### config.mk
export PLATFORM = sky130hd
export DESIGN_NAME = muldiv_seq_flat
export DESIGN_NICKNAME = d
export VERILOG_FILES = /design/src/rtl/muldiv_seq_if.sv /design/src/rtl/muldiv_seq.sv /design/src/flat_wrapper.sv
export SDC_FILE = /design/constraint.sdc
export NUM_CORES = 2
export LEC_CHECK = 0
export ABC_AREA = 1
export BUFFER_PORTS_ARGS = -buffer_cell sky130_fd_sc_hd__buf_4
export CORE_UTILIZATION = 49
export DETAILED_ROUTE_END_ITERATION = 8
export PLACE_DENSITY = 0.64
export SYNTH_ARGS = -nofsm -noshare
export SYNTH_HDL_FRONTEND = slang
export SYNTH_SLANG_ARGS = --single-unit
### constraint.sdc
create_clock -name clk -period 10.3 [get_ports clk]
set_clock_uncertainty 0.05 [all_clocks]
set_input_delay 1.03 -clock clk [delete_from_list [all_inputs] [get_ports clk]]
set_output_delay 1.03 -clock clk [all_outputs]
set_load 0.02 [all_outputs]
### src/rtl/muldiv_seq_if.sv
// Request/response bundle between decode/execute and the multiply/divide sequencer.
// Master drives the request and flush; slave returns busy, done and result.
interface muldiv_seq_if #(
    parameter int XLEN = 32
);
    logic            start;
    logic [2:0]      op;
    logic [XLEN-1:0] a;
    logic [XLEN-1:0] b;
    logic            flush;
    logic            busy;
    logic            done;
    logic [XLEN-1:0] result;

    modport master (
        output start, op, a, b, flush,
        input  busy, done, result
    );

    modport slave (
        input  start, op, a, b, flush,
        output busy, done, result
    );
endinterface

### src/rtl/muldiv_seq.sv
// RV32M multiply/divide sequencer: fixed-latency registered multiply, 1-bit/cycle restoring divide.
// Latency: MUL_CYCLES for multiplies, 34 for divides, 1 for divide special cases (and cache hits).
// Backpressure: busy stalls the pipeline; start while busy is dropped. MULDIV_REMCACHE_EN enables the result cache.
module muldiv_seq #(
    parameter int MUL_CYCLES = 2,
    parameter int XLEN       = 32
) (
    input  logic         clk,
    input  logic         rst,
    muldiv_seq_if.slave  bus
);
    typedef enum logic [1:0] {IDLE, MUL, DIV, FIXUP} state_t;

    state_t          state;
    logic [XLEN-1:0] quo_r;   // dividend shifting into quotient, or multiplicand
    logic [XLEN-1:0] dvs_r;   // divisor, or multiplier
    logic [XLEN-1:0] rem_r;
    logic [4:0]      cnt;
    logic [2:0]      op_r;
    logic            q_neg;
    logic            r_neg;

    function automatic logic [XLEN-1:0] mul_res(input logic [2:0] f3,
                                                input logic [XLEN-1:0] x,
                                                input logic [XLEN-1:0] y);
        logic            sx, sy;
        logic [2*XLEN-1:0] xe, ye, p;
        sx = (f3[1:0] != 2'b11) & x[XLEN-1];
        sy = ~f3[1] & y[XLEN-1];
        xe = {{XLEN{sx}}, x};
        ye = {{XLEN{sy}}, y};
        p  = xe * ye;
        return (f3[1:0] == 2'b00) ? p[XLEN-1:0] : p[2*XLEN-1:XLEN];
    endfunction

    // Request decode for divide-class operations.
    logic            sgn, a_neg, b_neg, b_zero, ovf;
    logic [XLEN-1:0] abs_a, abs_b, spec_res;

    always_comb begin
        sgn      = ~bus.op[0];
        a_neg    = sgn & bus.a[XLEN-1];
        b_neg    = sgn & bus.b[XLEN-1];
        abs_a    = a_neg ? -bus.a : bus.a;
        abs_b    = b_neg ? -bus.b : bus.b;
        b_zero   = (bus.b == '0);
        ovf      = sgn & (bus.a == {1'b1, {(XLEN-1){1'b0}}}) & (&bus.b);
        spec_res = '0;
        if (b_zero)
            spec_res = bus.op[1] ? bus.a : '1;
        else
            spec_res = bus.op[1] ? '0 : bus.a;
    end

    // One restoring step: shift the next dividend bit into the partial remainder.
    logic [XLEN:0]   trial;
    logic            step_ok;
    logic [XLEN-1:0] rem_nxt, quo_nxt, q_fin, r_fin;

    always_comb begin
        trial   = {rem_r, quo_r[XLEN-1]} - {1'b0, dvs_r};
        step_ok = ~trial[XLEN];
        rem_nxt = step_ok ? trial[XLEN-1:0] : {rem_r[XLEN-2:0], quo_r[XLEN-1]};
        quo_nxt = {quo_r[XLEN-2:0], step_ok};
        q_fin   = q_neg ? -quo_r : quo_r;
        r_fin   = r_neg ? -rem_r : rem_r;
    end

`ifdef MULDIV_REMCACHE_EN
    logic            c_vld;
    logic            c_sgn;
    logic [XLEN-1:0] c_a, c_b, c_quo, c_rem;
    logic            c_hit;

    assign c_hit = c_vld & (c_a == bus.a) & (c_b == bus.b) & (c_sgn == sgn);
`endif

    always_ff @(posedge clk or posedge rst) begin
        if (rst) begin
            state  <= IDLE;
            bus.busy   <= 1'b0;
            bus.done   <= 1'b0;
            bus.result <= '0;
            quo_r  <= '0;
            dvs_r  <= '0;
            rem_r  <= '0;
            cnt    <= '0;
            op_r   <= '0;
            q_neg  <= 1'b0;
            r_neg  <= 1'b0;
`ifdef MULDIV_REMCACHE_EN
            c_vld  <= 1'b0;
            c_sgn  <= 1'b0;
            c_a    <= '0;
            c_b    <= '0;
            c_quo  <= '0;
            c_rem  <= '0;
`endif
        end else begin
            bus.done <= 1'b0;
            if (bus.flush) begin
                state    <= IDLE;
                bus.busy <= 1'b0;
`ifdef MULDIV_REMCACHE_EN
                c_vld    <= 1'b0;
`endif
            end else begin
                case (state)
                    IDLE: begin
                        if (bus.start) begin
                            op_r <= bus.op;
                            if (!bus.op[2]) begin
                                if (MUL_CYCLES == 1) begin
                                    bus.result <= mul_res(bus.op, bus.a, bus.b);
                                    bus.done   <= 1'b1;
`ifdef MULDIV_REMCACHE_EN
                                    c_vld      <= 1'b0;
`endif
                                end else begin
                                    quo_r    <= bus.a;
                                    dvs_r    <= bus.b;
                                    cnt      <= 5'(MUL_CYCLES - 2);
                                    state    <= MUL;
                                    bus.busy <= 1'b1;
                                end
                            end else if (b_zero || ovf) begin
                                bus.result <= spec_res;
                                bus.done   <= 1'b1;
                            end
`ifdef MULDIV_REMCACHE_EN
                            else if (c_hit) begin
                                bus.result <= bus.op[1] ? c_rem : c_quo;
                                bus.done   <= 1'b1;
                            end
`endif
                            else begin
                                quo_r    <= abs_a;
                                dvs_r    <= abs_b;
                                rem_r    <= '0;
                                q_neg    <= a_neg ^ b_neg;
                                r_neg    <= a_neg;
                                cnt      <= 5'(XLEN - 1);
                                state    <= DIV;
                                bus.busy <= 1'b1;
`ifdef MULDIV_REMCACHE_EN
                                // Key is captured now; entry only goes valid at FIXUP.
                                c_vld    <= 1'b0;
                                c_a      <= bus.a;
                                c_b      <= bus.b;
                                c_sgn    <= sgn;
`endif
                            end
                        end
                    end
                    MUL: begin
                        if (cnt == '0) begin
                            bus.result <= mul_res(op_r, quo_r, dvs_r);
                            bus.done   <= 1'b1;
                            bus.busy   <= 1'b0;
                            state      <= IDLE;
`ifdef MULDIV_REMCACHE_EN
                            c_vld      <= 1'b0;
`endif
                        end else begin
                            cnt <= cnt - 5'd1;
                        end
                    end
                    DIV: begin
                        quo_r <= quo_nxt;
                        rem_r <= rem_nxt;
                        if (cnt == '0)
                            state <= FIXUP;
                        else
                            cnt <= cnt - 5'd1;
                    end
                    FIXUP: begin
                        bus.result <= op_r[1] ? r_fin : q_fin;
                        bus.done   <= 1'b1;
                        bus.busy   <= 1'b0;
                        state      <= IDLE;
`ifdef MULDIV_REMCACHE_EN
                        c_vld      <= 1'b1;
                        c_quo      <= q_fin;
                        c_rem      <= r_fin;
`endif
                    end
                    default: begin
                        state    <= IDLE;
                        bus.busy <= 1'b0;
                    end
                endcase
            end
        end
    end
endmodule

### src/flat_wrapper.sv
// flat-port wrapper written by rule: the top's interface ports become plain ports
module muldiv_seq_flat 
#(
    parameter int MUL_CYCLES = 2,
    parameter int XLEN       = 32
)
  (clk, rst, bus_start, bus_op, bus_a, bus_b, bus_flush, bus_busy, bus_done, bus_result);
  muldiv_seq_if #(.XLEN(XLEN)) bus_i ();
  input  logic clk;
  input  logic rst;
  input wire logic [$bits(bus_i.start)-1:0] bus_start;
  input wire logic [$bits(bus_i.op)-1:0] bus_op;
  input wire logic [$bits(bus_i.a)-1:0] bus_a;
  input wire logic [$bits(bus_i.b)-1:0] bus_b;
  input wire logic [$bits(bus_i.flush)-1:0] bus_flush;
  output wire logic [$bits(bus_i.busy)-1:0] bus_busy;
  output wire logic [$bits(bus_i.done)-1:0] bus_done;
  output wire logic [$bits(bus_i.result)-1:0] bus_result;
  assign bus_i.start = bus_start;
  assign bus_i.op = bus_op;
  assign bus_i.a = bus_a;
  assign bus_i.b = bus_b;
  assign bus_i.flush = bus_flush;
  assign bus_busy = bus_i.busy;
  assign bus_done = bus_i.done;
  assign bus_result = bus_i.result;
  muldiv_seq #(.MUL_CYCLES(MUL_CYCLES), .XLEN(XLEN)) u_core (.clk(clk), .rst(rst), .bus(bus_i));
endmodule
-- Word-level counts from Yosys, hierarchy flattened
Index checks and enable logic that the tools add are counted.
- bits of input ports: 71
- word-level logic and storage cells: 116
- register bits after elaboration: 141
- bitwise operators: 12
- eq/ne operators: 17
- muxes and demuxes: 49
- $mul: 1
- add/subtract/negate cells: 6
- reductions and logical operators: 20
- operator list (operator ; count):
    two-way mux 32 bit ; 22
    negator 32 bit ; 4
    case mux 32 bit (2 select lines) ; 2
    case mux 32 bit (3 select lines) ; 1
    multiplier 33 x 33 -> 64 bit ; 1
    subtractor 33 x 32 -> 33 bit ; 1
    equality test 32 bit (second input constant) ; 1
    logical NOT 32 bit ; 1
    AND reduction 32 bit ; 1
    two-way mux 5 bit ; 4
    AND reduction 4 bit ; 4
    AND reduction 5 bit ; 3
    two-way mux 2 bit ; 6
    != test 2 bit (second input constant) ; 6
    two-way mux 1 bit ; 10
    case mux 5 bit (2 select lines) ; 1
    case mux 2 bit (4 select lines) ; 1
    AND 1 bit ; 6
    != test 3 x 2 -> 1 bit (second input constant) ; 2
    != test 3 bit (second input constant) ; 2
    case mux 1 bit (3 select lines) ; 2
    AND reduction 6 bit ; 1
    logical NOT 5 bit ; 1
    NOT 1 bit ; 5
    other kinds (13) ; 17

-- Longest topological paths before layout
- word-level depth: 9
- mapped depth: 36

-- Worst setup path before layout
No wires, ideal clock.
- kind: flip-flop to flip-flop
- start: reg u_core.op_r[1]
- end: reg u_core.bus.result[26]
- path slack: 2.425 ns
- buffers on the path: 2
- library setup time: 0.118 ns
- cell stages (with the launch flop): 32
- required time: 10.132 ns
- clock period less this slack: 7.875 ns
- arrival time: 7.707 ns
- cells stage by stage: dfrtp_1 -> buf_2 -> nand2_1 -> nand2_1 -> clkbuf_1 -> nor2_1 -> fa_1 -> inv_1 -> fa_1 -> inv_1 -> fa_1 -> inv_1 -> fa_1 -> inv_1 -> fa_1 -> fa_1 -> inv_1 -> fa_1 -> fa_1 -> inv_1 -> ha_1 -> a21oi_1 -> nor2_1 -> nor2_1 -> a21boi_0 -> nand2_1 -> a21oi_1 -> nand2_1 -> nand2_1 -> nand3_1 -> a21oi_1 -> nor2_1
- cells in the longest elaborated chain, start to end: 6
- elaborated cells between the ends (all ways): 10
- classes of those cells: mul: 1; eq/ne: 1; mux: 4; bitwise: 3; reduce/logical: 1
- RTL lines (item ; line ; text):
    start: declaration ; muldiv_seq.sv:19 ; logic [2:0] op_r;
    start signal: assignment ; muldiv_seq.sv:111 ; op_r <= bus.op;
    != test 2 bit or NOT 1 bit (tied branches) ; muldiv_seq.sv:28, muldiv_seq.sv:29 ;
    AND 1 bit, on equally long branches ; muldiv_seq.sv:28, muldiv_seq.sv:29 ;
    multiplier 33 x 33 -> 64 bit ; muldiv_seq.sv:32 ; p = xe * ye;
    two-way mux 32 bit ; muldiv_seq.sv:33 ; return (f3[1:0] == 2'b00) ? p[XLEN-1:0] : p[2*XLEN-1:XLEN];
    two-way mux 32 bit ; muldiv_seq.sv:156 ; if (cnt == '0) begin
    case mux 32 bit (3 select lines) (*) ; muldiv_seq.sv:108 ; case (state)
    end signal: assignment ; muldiv_seq.sv:114 ; bus.result <= mul_res(bus.op, bus.a, bus.b);
    end signal: assignment ; muldiv_seq.sv:127 ; bus.result <= spec_res;
    end signal: assignment ; muldiv_seq.sv:157 ; bus.result <= mul_res(op_r, quo_r, dvs_r);
    end: declaration ; muldiv_seq_if.sv:22 ; output busy, done, result
Every way passes the cells marked *; elsewhere a longest branch is shown, timed or not. The select of a mux whose other input is x is not followed.
A chain may end at the register's enable or synchronous reset.

-- Worst setup path in the final report
- start: reg u_core.op_r[0]
- end: reg u_core.bus.result[24]
- cells in the longest elaborated chain, start to end: 6
- elaborated cells between the ends (all ways): 7
- classes of those cells: mul: 1; eq/ne: 1; mux: 3; bitwise: 1; reduce/logical: 1
- RTL lines (item ; line ; text):
    != test 2 bit ; muldiv_seq.sv:28 ; sx = (f3[1:0] != 2'b11) & x[XLEN-1];
    AND 1 bit ; muldiv_seq.sv:28 ;
    multiplier 33 x 33 -> 64 bit ; muldiv_seq.sv:32 ;
    two-way mux 32 bit (*) ; muldiv_seq.sv:33 ;
    two-way mux 32 bit (*) ; muldiv_seq.sv:156 ;
    case mux 32 bit (3 select lines) (*) ; muldiv_seq.sv:108 ;
Marked as above.

==> summary.txt <==
Layout
  – Share of post-route cells with drive strength above 1: 0.05237
  – Layout Cells excl Fill: 8,849
  – Most common cell after layout, fill and taps aside: nand2_1
  – Synth-to-layout area growth: 4.891%
  – Final core occ: 0.5209
  – Final Net Count: 8,811
  – Most frequent cells in the layout: nand2_1, inv_1, fa_1, nor2_1, nand3_1

Floorplan
  – Initial core utilization: 0.4966
  – Num rows: about 120
  – DIE WIDTH: 334.8 um
  – Top-Level Pins: 105
  – Die area: about 110,000 um2
  – Die H: 334.8 um
  – Core ar.: 109,300 um2

GRT
  – Via count of the first global-routing pass: 48,889
  – Largest net degree at the start of global routing: 65
  – First-pass GRT wire length: around 310,000 um
  – Total GRT Usage: 0.3752
  – Initial antenna violation count: 2
  – GRT overflow: 0

Setup path
  – Crit end category: flop
  – CP Data Required Time: ~11,000 ps
  – Crit path kind: flop to flop
  – Critical path startpoint category: flop
  – CP Max Fanout: 18
  – Worst path slowest cell: fa_1
  – Worst EP arrival: a little under 10,000 ps
  – CP dominant cell by count: fa_1
  – Slowest cell delay on critical path: 870 ps

Place
  – Placed insts: 8,815
  – Routability cong.: around 1.0
  – Final HPWL DP: 173,200 um
  – PortBufs: 104

Route
  – Initial DRC count: about 5,000
  – Drt via density: ~5.4
  – DRT Wirelength: 203,100 um
  – Wire per inst: 22.95 um
  – DRT Pass-1 Iters: 6
  – Routed Antenna Nets: 0
  – Vias post-DR: around 48,000
  – # DRC: 0

STA
  – Slew @ Worst Pin: 1191 ps
  – Final setup viols: 0
  – Slew headroom: 0.1959
  – F_max: 105.7 MHz
  – Max-slew violations: 0
  – RSZ-0062 raised after global routing: no
  – Final setup TNS: 0 ps
  – Worst hold slack: around 440 ps
  – Min cycle time layout: approximately 9500 ps
  – Final Hold Viols: 0
  – Fin crit share: 0.9186

CTS
  – CTS Sinks: roughly 140
  – CTS Buf Count: 17
  – Postcts setup bufs: 0
  – Post_cts resized: 0
  – Cts hold-fix bufs: 0
  – Skew-Pair Late Insertion Delay: 510 ps
  – CTS max path bufs: 2
  – CTS tree: done
  – H-tree levels: 4
  – Clock root cell: clkbuf_16
  – Clock slew at reported path FFs: 90 ps

Logic synthesis
  – Sequential-to-total area share from yosys stat: 0.06500
  – Yosys top cell by area: fa_1
  – Area share of the largest cell type after synthesis: 0.4153
  – Synth top area cells: fa_1, nand2_1, inv_1
  – Post-synth cell types: 60
  – Synthesized area per cell: 7.274 um2
  – Net count after synthesis: 8,916
  – Yosys warns: 0
  – Cell area after synthesis: roughly 54,000 um2
  – FF+latch count, synth: around 140
  – Cells after Synth: 7,463

Min path
  – Hold Path Class: flop to flop

Status
  – Status: finished, final reports clean

Run
  – Max_cap viols: 0
-- state kept, by name, indices dropped and copies added (netlist names) --
| register | cells |
|---|---|
| u_core.quo_r | 32 |
| u_core.r_neg | 1 |
| u_core.q_neg | 1 |
| u_core.dvs_r | 32 |
| u_core.state | 2 |
| u_core.bus.busy | 1 |
| u_core.cnt | 5 |
| u_core.bus.result | 32 |
| u_core.op_r | 2 |
| u_core.rem_r | 32 |
| u_core.bus.done | 1 |
-- metrics by stage --
stage                     cell area, um2  setup slack, ps
after CTS                          56930            925.6
after global placement             56330             1140
final                              56940            838.5
after floorplan                    54280             2425
after global routing               56930            281.6
after detailed placement           56330            921.7
-- metal layers --
metal,global-route usage,wire [um],up-vias
li1,-,-,21402
met1,0.5305,86410,24002
met3,0.06696,18300,316
met2,0.5788,90340,2141
met5,0,53,-
met4,0.1314,8020,4
-- cells in the mapped netlist, drive strengths merged --
library cell	number
and3b	1
o211ai	12
inv	1924
a31oi	5
o221ai	1
nor2	499
a21oi	221
xor2	67
ha	256
o311ai	3
a22oi	1
nor4	12
nand3b	11
nand2b	1
xnor2	23
o31ai	2
clkinv	3
a211oi	1
nand4	54
nand3	299
and3	1
a21boi	9
fa	1126
nor3	32
or2	4
maj3	11
o22ai	3
o21a	6
nand2	2061
clkbuf	215
a21o	3
dfrtp	141
buf	131
o21ai	300
o21bai	24
-- cell families (layout without fill, tap and decap cells) --
logic type,count (synthesis),in the layout,synth area share
fa+ha+maj,1393,1393,0.4765
buf+inv,2273,2181,0.1609
compound gates,591,591,0.06090
xor+xnor,90,90,0.01452
flops,141,141,0.06500
simple gates,2975,2975,0.2222
other cells,0,2,0
-- final cells by class --
cell class,instances,area (um2)
Antenna cell,2,5.005
Fill cell,10943,52370
Timing Repair Buffer,222,1692
Multi-Input combinational cell,5049,42020
Inverter,1927,7238
Clock buffer,17,425.4
Sequential cell,141,3531
Tap cell,1476,1847
Clock inverter,15,176.4
-- critical path: cells and delay by family, from the launching register on --
kind / cells / cell delay (ps)
adders and majority gates: 9 / 5290
and+or+nand+nor: 10 / 1700
DFF: 1 / 380
buffers and inverters: 7 / 1140
AOI/OAI and AO/OA: 4 / 800
-- final timing paths --
| kind | start | end | slack, ps | depth (start not counted) |
|---|---|---|---|---|
| min in group asynchronous | rst | u_core.dvs_r[7] | 510 | 2 |
| hold / removal | u_core.cnt[1] | u_core.cnt[1] | 440 | 2 |
| hold reg to reg | u_core.cnt[1] | u_core.cnt[1] | 440 | 2 |
| max in group asynchronous | rst | u_core.bus.result[15] | 8340 | 3 |
| setup / recovery | u_core.op_r[0] | u_core.bus.result[24] | 840 | 30 |
| setup reg to reg | u_core.op_r[0] | u_core.bus.result[24] | 840 | 30 |
Power is left out: the tool's default activity adds up to more than one toggle a clock period on the data nets, which glitch-free logic cannot reach.
